<file path="config.mk">
export PLATFORM = sky130hd
export DESIGN_NAME = branch_predictor_btb
export DESIGN_NICKNAME = d
export VERILOG_FILES = /design/src/rtl/riscv_bp_pkg.sv /design/src/rtl/sat_counter.sv /design/src/rtl/branch_predictor_btb.sv
export SDC_FILE = /design/constraint.sdc
export NUM_CORES = 1
export LEC_CHECK = 0
export BUFFER_PORTS_ARGS = -buffer_cell sky130_fd_sc_hd__buf_2
export CORE_AREA = 2 2 221 244
export CTS_CLUSTER_SIZE = 25
export DETAILED_ROUTE_END_ITERATION = 8
export DIE_AREA = 0 0 223 246
export GPL_TIMING_DRIVEN = 0
export PLACE_DENSITY_LB_ADDON = 0.05
export SYNTH_ARGS = -nofsm -noshare
export SYNTH_HDL_FRONTEND = slang
export SYNTH_SLANG_ARGS = --single-unit
export TNS_END_PERCENT = 1
</file>
<file path="constraint.sdc">
create_clock -name clock -period 8.2 [get_ports clock]
set_clock_uncertainty 0.1 [all_clocks]
set_input_delay 2.46 -clock clock [delete_from_list [all_inputs] [get_ports clock]]
set_output_delay 2.46 -clock clock [all_outputs]
set_load 0.01 [all_outputs]
</file>
<file path="src/rtl/riscv_bp_pkg.sv">
// Shared types and helpers for the BTB/BHT branch predictor.
// Field extraction and counter constants are width-parametric functions so every table size shares one definition.
package riscv_bp_pkg;

   localparam int XLEN = 32;

   typedef logic [XLEN-1:0] xlen_t;
   typedef logic [XLEN-1:2] target_t;

   // Reset value: weakly not-taken.
   function automatic int unsigned ctrInit(input int unsigned bits);
      return (32'd1 << (bits - 1)) - 32'd1;
   endfunction

   // Conditional-branch allocation value: weakly taken.
   function automatic int unsigned ctrWeakTaken(input int unsigned bits);
      return 32'd1 << (bits - 1);
   endfunction

   function automatic int unsigned ctrMax(input int unsigned bits);
      return (32'd1 << bits) - 32'd1;
   endfunction

   function automatic xlen_t pcIndex(input xlen_t pc, input int unsigned idxBits);
      return (pc >> 2) & ((32'd1 << idxBits) - 32'd1);
   endfunction

   function automatic xlen_t pcTag(input xlen_t pc, input int unsigned idxBits,
                                   input int unsigned tagBits);
      return xlen_t'((64'(pc) >> (idxBits + 2)) & ((64'd1 << tagBits) - 64'd1));
   endfunction

endpackage

</file>
<file path="src/rtl/sat_counter.sv">
// Saturating up/down counter with parallel load; one per predictor entry.
// Latency: one clock from inc/dec/load to count; load has priority over inc, inc over dec.
// No backpressure: the counter accepts a command every cycle.
module sat_counter #(
   parameter int               WIDTH = 2,
   parameter logic [WIDTH-1:0] INIT  = '0
) (
   input  logic             clock,
   input  logic             reset,
   input  logic             inc,
   input  logic             dec,
   input  logic             load,
   input  logic [WIDTH-1:0] loadValue,
   output logic [WIDTH-1:0] count
);

   always_ff @(posedge clock or posedge reset) begin
      if (reset)
         count <= INIT;
      else if (load)
         count <= loadValue;
      else if (inc && (count != '1))
         count <= count + 1'b1;
      else if (dec && (count != '0))
         count <= count - 1'b1;
   end

endmodule

</file>
<file path="src/rtl/branch_predictor_btb.sv">
// Direct-mapped BTB with per-entry saturating counters; zero-cycle lookup, update and redirect from MEM.
// No backpressure; optional statistics counters are built only when BRANCH_PRED_STATS_EN is defined.
module branch_predictor_btb
   import riscv_bp_pkg::*;
#(
   parameter int ENTRIES      = 16,
   parameter int TAG_BITS     = 8,
   parameter int COUNTER_BITS = 2
) (
   input  logic        clock,
   input  logic        reset,
   input  logic [31:0] pc_if,
   output logic        pred_taken,
   output logic [31:0] pred_target,
   input  logic        upd_valid,
   input  logic [31:0] upd_pc,
   input  logic        upd_is_cond,
   input  logic        upd_is_jalr,
   input  logic        upd_taken,
   input  logic [31:0] upd_target,
   input  logic        upd_pred_taken,
   input  logic [31:0] upd_pred_target,
   output logic        mispredict,
   output logic [31:0] redirect_pc,
   output logic [31:0] stat_branches,
   output logic [31:0] stat_mispred
);

   localparam int IDX_BITS = $clog2(ENTRIES);

   typedef logic [IDX_BITS-1:0]     idx_t;
   typedef logic [TAG_BITS-1:0]     tag_t;
   typedef logic [COUNTER_BITS-1:0] ctr_t;

   localparam ctr_t CTR_INIT = ctr_t'(ctrInit(COUNTER_BITS));
   localparam ctr_t CTR_WEAK = ctr_t'(ctrWeakTaken(COUNTER_BITS));
   localparam ctr_t CTR_MAX  = ctr_t'(ctrMax(COUNTER_BITS));

   logic [ENTRIES-1:0] validQ;
   tag_t               tagQ    [ENTRIES];
   target_t            targetQ [ENTRIES];
   ctr_t               countQ  [ENTRIES];

   idx_t lookIdx, updIdx;
   tag_t lookTag, updTag;
   logic lookHit, updHit, updWrite;

   assign lookIdx = idx_t'(pcIndex(pc_if, IDX_BITS));
   assign lookTag = tag_t'(pcTag(pc_if, IDX_BITS, TAG_BITS));
   assign updIdx  = idx_t'(pcIndex(upd_pc, IDX_BITS));
   assign updTag  = tag_t'(pcTag(upd_pc, IDX_BITS, TAG_BITS));

   assign lookHit  = validQ[lookIdx] && (tagQ[lookIdx] == lookTag);
   assign updHit   = validQ[updIdx] && (tagQ[updIdx] == updTag);
   // jalr targets come from a register, so they are never cached.
   assign updWrite = upd_valid && !upd_is_jalr;

   assign pred_taken  = lookHit && countQ[lookIdx][COUNTER_BITS-1];
   assign pred_target = pred_taken ? {targetQ[lookIdx], 2'b00} : pc_if + 32'd4;

   assign mispredict  = upd_valid && ((upd_pred_taken != upd_taken) ||
                                      (upd_taken && (upd_pred_target != upd_target)));
   assign redirect_pc = (upd_valid && upd_taken) ? {upd_target[31:1], 1'b0}
                                                 : upd_pc + 32'd4;

   always_ff @(posedge clock or posedge reset) begin
      if (reset)
         validQ <= '0;
      else if (updWrite && upd_taken)
         validQ[updIdx] <= 1'b1;
   end

   // A taken update either refreshes a hit or allocates over whatever alias held the slot.
   always_ff @(posedge clock) begin
      if (updWrite && upd_taken) begin
         tagQ[updIdx]    <= updTag;
         targetQ[updIdx] <= upd_target[31:2];
      end
   end

   for (genvar i = 0; i < ENTRIES; i++) begin : gEntry
      logic sel;
      assign sel = updWrite && (updIdx == idx_t'(i));

      sat_counter #(.WIDTH(COUNTER_BITS), .INIT(CTR_INIT)) uCounter (
         .clock     (clock),
         .reset     (reset),
         .inc       (sel && updHit && upd_taken),
         .dec       (sel && updHit && !upd_taken),
         .load      (sel && !updHit && upd_taken),
         .loadValue (upd_is_cond ? CTR_WEAK : CTR_MAX),
         .count     (countQ[i])
      );
   end

`ifdef BRANCH_PRED_STATS_EN
   logic [31:0] branchesQ, mispredQ;

   always_ff @(posedge clock or posedge reset) begin
      if (reset) begin
         branchesQ <= '0;
         mispredQ  <= '0;
      end else begin
         if (upd_valid && (branchesQ != '1))
            branchesQ <= branchesQ + 32'd1;
         if (mispredict && (mispredQ != '1))
            mispredQ <= mispredQ + 32'd1;
      end
   end

   assign stat_branches = branchesQ;
   assign stat_mispred  = mispredQ;
`else
   assign stat_branches = '0;
   assign stat_mispred  = '0;
`endif

endmodule

</file>
After elaboration in Yosys (flattened, before gate mapping)
Memories as Yosys holds them, arrays and structs flattened.
Cells that the tools add are included.
{"block": "word_totals", "regBits": 48, "mem_bits_rw": 608, "input_bits": 135, "output_inout_bits": 130, "elab_cells": 330, "n_memories": 2}
{"block": "op_classes", "add_sub_neg": 34, "n_lt_le_gt_ge": 4, "n_eq_ne": 35, "n_mux": 62, "bitwise": 2, "n_reduce_logical": 174}
{"memory": "targetQ", "words": 16, "word_bits": 30, "read_ports": 1, "rd_ports_with_merged_regs": 0, "wr": 1, "line_no": "branch_predictor_btb.sv:41", "source": "target_t targetQ [ENTRIES];"}
{"memory": "tagQ", "words": 16, "word_bits": 8, "read_ports": 2, "rd_ports_with_merged_regs": 0, "wr": 1, "line_no": "branch_predictor_btb.sv:40", "source": "tag_t tagQ [ENTRIES];"}
{"op": "1-bit logical AND", "count": 137}
{"op": "2-bit 2-to-1 mux", "count": 50}
{"op": "32-bit by 3-bit adder with 32-bit output, second input constant", "count": 2}
{"op": "32-bit 2-to-1 mux", "count": 2}
{"op": "3-bit nonzero test", "count": 16}
{"op": "2-bit by 1-bit adder with 2-bit output, second input constant", "count": 16}
{"op": "4-bit equality test, second input constant", "count": 8}
{"op": "2-bit inequality test, second input constant", "count": 16}
{"op": "32-bit inequality test", "count": 1}
{"op": "2-bit nonzero test", "count": 16}
{"op": "2-bit by 1-bit subtractor with 2-bit output, second input constant", "count": 16}
{"op": "4-bit by 3-bit equality test with 1-bit output, second input constant", "count": 4}
{"op": "8-bit equality test", "count": 2}
{"op": "16-bit bitwise OR", "count": 1}
{"op": "4-bit by 5-bit less-than comparator with 1-bit output, second input constant", "count": 2}
{"op": "1-bit binary-select mux with 4-bit select", "count": 2}
{"op": "2-bit binary-select mux with 4-bit select", "count": 1}
{"op": "4-bit by 2-bit equality test with 1-bit output, second input constant", "count": 2}
{"op": "1-bit 2-to-1 mux", "count": 6}
{"op": "5-bit >= comparator, second input constant", "count": 1}
{"op": "4-bit NOT with 5-bit output", "count": 1}
{"op": "1-bit demux with 4-bit select", "count": 1}
{"op": "4-bit by 1-bit equality test with 1-bit output, second input constant", "count": 1}
{"op": "4-bit by 1-bit >= comparator with 1-bit output, second input constant", "count": 1}
{"op": "4 further kinds", "count": 6}

Depth between registers and ports, before layout
{"block": "logic_depth", "ltp_word": 9, "ltp_mapped": 14, "ltp_nobuf": 9}

Hierarchy
From an unflattened synthesis, not the netlist that was laid out.
{"block": "unflattened", "hier_cells": 1683, "area_unflattened_um2": 29689.7}
{"mod": "branch_predictor_btb", "instances": 1, "cells_per_inst": 1475, "area_per_inst_um2": 27888.0, "seq_area_each_um2": 18657.9}
{"mod": "sat_counter", "instances": 16, "cells_per_inst": 13, "area_per_inst_um2": 112.6, "seq_area_each_um2": 51.3}

Worst setup path before layout
Ideal clock, no wire load.
{"block": "synth_path", "kind": "input port to output port", "from": "in pc_if[2]", "to": "out pred_target[10]", "arrival_time_ns": 5.018, "required_ns": 5.640, "path_slack_ns": 0.622, "path_stages": 9, "path_buffers": 4, "path_cell_list": "buf_6 > buf_6 > mux4_2 > mux4_2 > xor2_1 > or4_1 > buf_2 > buf_6 > mux2_4"}
{"block": "synth_via", "elab_chain_cells": 6, "word_cells_on_any_way": 13, "cone_classes": "add/sub: 1; eq/ne: 1; mux: 6; bitwise: 1; reduce/logical: 2; memory: 2"}
{"item": "start: declaration", "line_no": "branch_predictor_btb.sv:12", "source": "input logic [31:0] pc_if,"}
{"item": "branches (longest 5 deep; another with 32-bit by 3-bit adder with 32-bit output)"}
{"item": "32-bit 2-to-1 mux (*)", "line_no": "branch_predictor_btb.sv:59", "source": "assign pred_target = pred_taken ? {targetQ[lookIdx], 2'b00} : pc_if + 32'd4;"}
{"item": "end: declaration", "line_no": "branch_predictor_btb.sv:14", "source": "output logic [31:0] pred_target,"}
Every way passes the cells marked *. The select of a mux whose other input is x is not followed.

Worst setup path in the final report
{"block": "layout_path", "from": "in pc_if[2]", "to": "out pred_target[7]"}
The elaborated chain is that of the path after synthesis.

==> summary.md <==
| Metric | Value |
|---|---|
| Status | `completed` |
| Worst Path Arrival | `5.60 ns` |
| Top cells by area, synth | `edfxtp_1 62%, mux4_2 17%, dfrtp_1 2.7%, xor2_1 1.7%, buf_4 1.7%` |
| Initial Util | `0.5655` |
| Fin nets | `2155` |
| Lkg Pwr | `12.04 nW` |
| Core Util, Final | `0.6654` |
| Multiplexer share of the synthesized area | `0.1943` |
| Hold Crit Depth | `1` |
| Worst-Margin Slew | `1.190 ns` |
| Setup violators final | `0` |
| F_max | `122.5 MHz` |
| Die Span Y | `246 microns` |
| Final WL | `84.55 mm` |
| Row cnt | `88` |
| Largest net degree at the start of global routing | `28` |
| Slew Limit Fails | `0` |
| Placed inst area | `32390 sq um` |
| GP Congestion | `0.9372` |
| Peak supply drop | `0.2067 mV` |
| Gr usage total | `0.3151` |
| Post-route antenna net violation count | `0` |
| CP max FO | `10` |
| CP Launch Type | `input port` |
| Dpl cells | `2617` |
| Hold_ws | `0.3980 ns` |
| Cell with the most instances after synthesis | `edfxtp_1` |
| Via density | `6.406` |
| Synth top area share | `0.6174` |
| CTS tree | `built` |
| Post-synthesis cell type count | `61` |
| Final Hold Viols | `0` |
| HP Class | `flip-flop to flip-flop` |
| Largest family of logic cells by synthesized area | `multiplexers` |
| CTS H-tree depth | `3` |
| FF-to-FF setup slack | `4.76 ns` |
| Max_cap viols | `0` |
| Routed WL per cell | `30.89 microns` |
| Iter 0 DRT Violations | `2230` |
| Share of layout cells above drive strength 1 | `0.3744` |
| Worst Path Class, Setup | `input port to primary output` |
| Core ar. | `52300 sq um` |
| Async SR Flop Fraction | `0.07317` |
| Post-Layout Inst Area | `34800 sq um` |
| Cells after synthesis | `1654` |
| Synth-to-Final Area Change | `17.68%` |
| Min-Delay Endpoint | `validQ[3]` |
| Via count | `17530` |
| R2r endpoint | `gEntry[1].uCounter.count[1]` |
| Adder-Cell Fraction of Synth Area | `0.002115` |
| Synth Cell Area | `29570 sq um` |
| Synth Area in Compound Gates | `0.03241` |
| Chip width | `223 microns` |
| Synth top cells by count | `608 x edfxtp_1, 222 x mux4_2, 89 x nand2_1, 67 x buf_4, 60 x nor2_1` |
| Clock Sinks | `656` |
| Post-synth EDFFs | `608` |
| PwrDens | `213.8 nW/um^2` |
| XOR/XNOR Fraction of Synth Area | `0.03050` |
| # fillers | `3604` |
| Vias in the first global route | `17640` |
| Clock buffer depth | `3` |
| Slew headroom | `0.2065` |
| Clock period minus worst slack | `8.161 ns` |
| Top FF cell, synth | `edfxtp_1` |
| Seq/Total Area, Yosys | `0.6587` |
| Syn avg cell area | `17.88 sq um` |
| # diodes | `0` |
| IO Port Bufs | `194` |
| FF+latch count, synth | `656` |
| First drt pass iteration count | `6` |
| Leading area contributor after synthesis | `edfxtp_1` |
| Die Area | `54860 sq um` |
| Initial antenna violation count | `2` |
| Worst EP required | `5.64 ns` |
| Worst reg2reg path depth | `11` |
| Drt drc | `0` |
| Grt ovf | `0` |
| Hpwl dp | `58.53 mm` |
| Post-synthesis simple-gate area fraction | `0.04853` |
| Finished Layout Cells | `2737` |
| Worst-path clk slew | `0.06 ns` |
| Num ports | `265` |
| Synth Warn # | `0` |
| Reg-to-reg startpoint | `tagQ[13][2]` |
| Skew-Pair Late Insertion Delay | `0.61 ns` |
| Hold Path Origin | `validQ[3]` |
| Overall power | `0.007440 W` |
| CTS buffer count | `66` |
| Final period utilization | `0.9952` |
| First-pass GRT wire length | `121.1 mm` |
| Clk root buf | `clkbuf_16` |
| Crit. End Element | `primary output` |
## per-stage QoR
step / setup TNS, ns / worst slack (ns)
floorplan: 0 / 0.6220
global placement: -380.47 / -3.385
global route: -0.001244 / -0.001244
finish: 0 / 0.03922
detailed placement: -28.29 / -1.562
CTS: 0 / 0.01178
## worst max path at each step
stage / slack (ns) / from / to
5_1_grt: -0.001 / pc_if[2] / pred_target[7]
3_3_place_gp: -3.38 / upd_pc[5] / gEntry[15].uCounter.count[1]
4_1_cts: 0.01 / pc_if[2] / pred_target[6]
6_report: 0.04 / pc_if[2] / pred_target[7]
2_1_floorplan: 0.62 / pc_if[2] / pred_target[10]
3_5_place_dp: -1.56 / upd_pc[5] / redirect_pc[31]
## final cells by class
| type | instances | area, sq um | area share |
|---|---|---|---|
| Tap cell | 675 | 844.6 | 0.02427 |
| Timing Repair Buffer | 232 | 1668 | 0.04792 |
| Clock inverter | 38 | 381.6 | 0.01097 |
| Inverter | 19 | 71.32 | 0.002049 |
| Buffer | 151 | 1047 | 0.03009 |
| Multi-Input combinational cell | 889 | 9534 | 0.2740 |
| Clock buffer | 77 | 1777 | 0.05105 |
| Sequential cell | 656 | 19480 | 0.5597 |
## worst max-delay path: stages
cell	delay, ns
buf_2	0.17
buf_12	0.16
buf_12	0.16
mux4_2	0.52
mux4_2	0.57
xnor2_2	0.17
nand4_1	0.10
or4_1	0.42
buf_6	0.19
buf_8	0.18
mux2_4	0.34
buf_2	0.15
## kinds of logic (layout without fill, tap and decap cells)
kind of cell             count (synthesis)  after routing
buffers and inverters                  172            517
flip-flops                             656            656
AO/OA/AOI/OAI                          142            142
other                                    1             64
adder cells (fa/ha/maj)                  5              5
AND/OR/NAND/NOR                        293            293
multiplexers                           282            282
XOR/XNOR                               103            103
## power by group
group / switching (W) / internal, W / total (W)
clock network: 0.00126 / 0.00177 / 0.00304
logic: 0.000376 / 0.000288 / 0.000663
registers: 0.0000309 / 0.00371 / 0.00374
total: 0.00167 / 0.00577 / 0.00744
## metal layers
layer | GRT usage | vias up | part of all wire
li1 | - | 7296 | -
met1 | 0.4018 | 9138 | 0.37
met2 | 0.5356 | 930 | 0.50
met3 | 0.06726 | 164 | 0.089
met4 | 0.1204 | 4 | 0.036
met5 | 0 | - | 0.00022
## layout by cell type (no fill, tap or decap), types with 17 or more instances in the layout
cell type,instances
inv_1,17
mux2_4,26
clkbuf_1,34
conb_1,64
buf_4,86
nor2_1,45
clkbuf_16,69
buf_2,204
o21ai_0,53
nand2_1,88
mux2i_1,22
xor2_1,58
mux4_2,222
xnor2_1,42
nand4_1,22
nand3_1,38
buf_12,20
or2_2,18
dfrtp_1,32
edfxtp_1,608
o22ai_1,18
## registers in the layout, summed over array words and instances, names as in the netlist
name                   count
targetQ                  480
tagQ                     128
validQ                    16
gEntry.uCounter.count     32
## timing repair
| item | in CTS | in global routing |
|---|---|---|
| gates resized for setup | 82 | 7 |
| hold buffers | 0 | 0 |
| hold endpoints to repair | 0 | 0 |
| setup buffers | 4 | 3 |
| pin swaps | 3 | 1 |
| endpoints found under the setup margin | 41 | 31 |
Note: power is estimated with default switching activity, not from simulation.
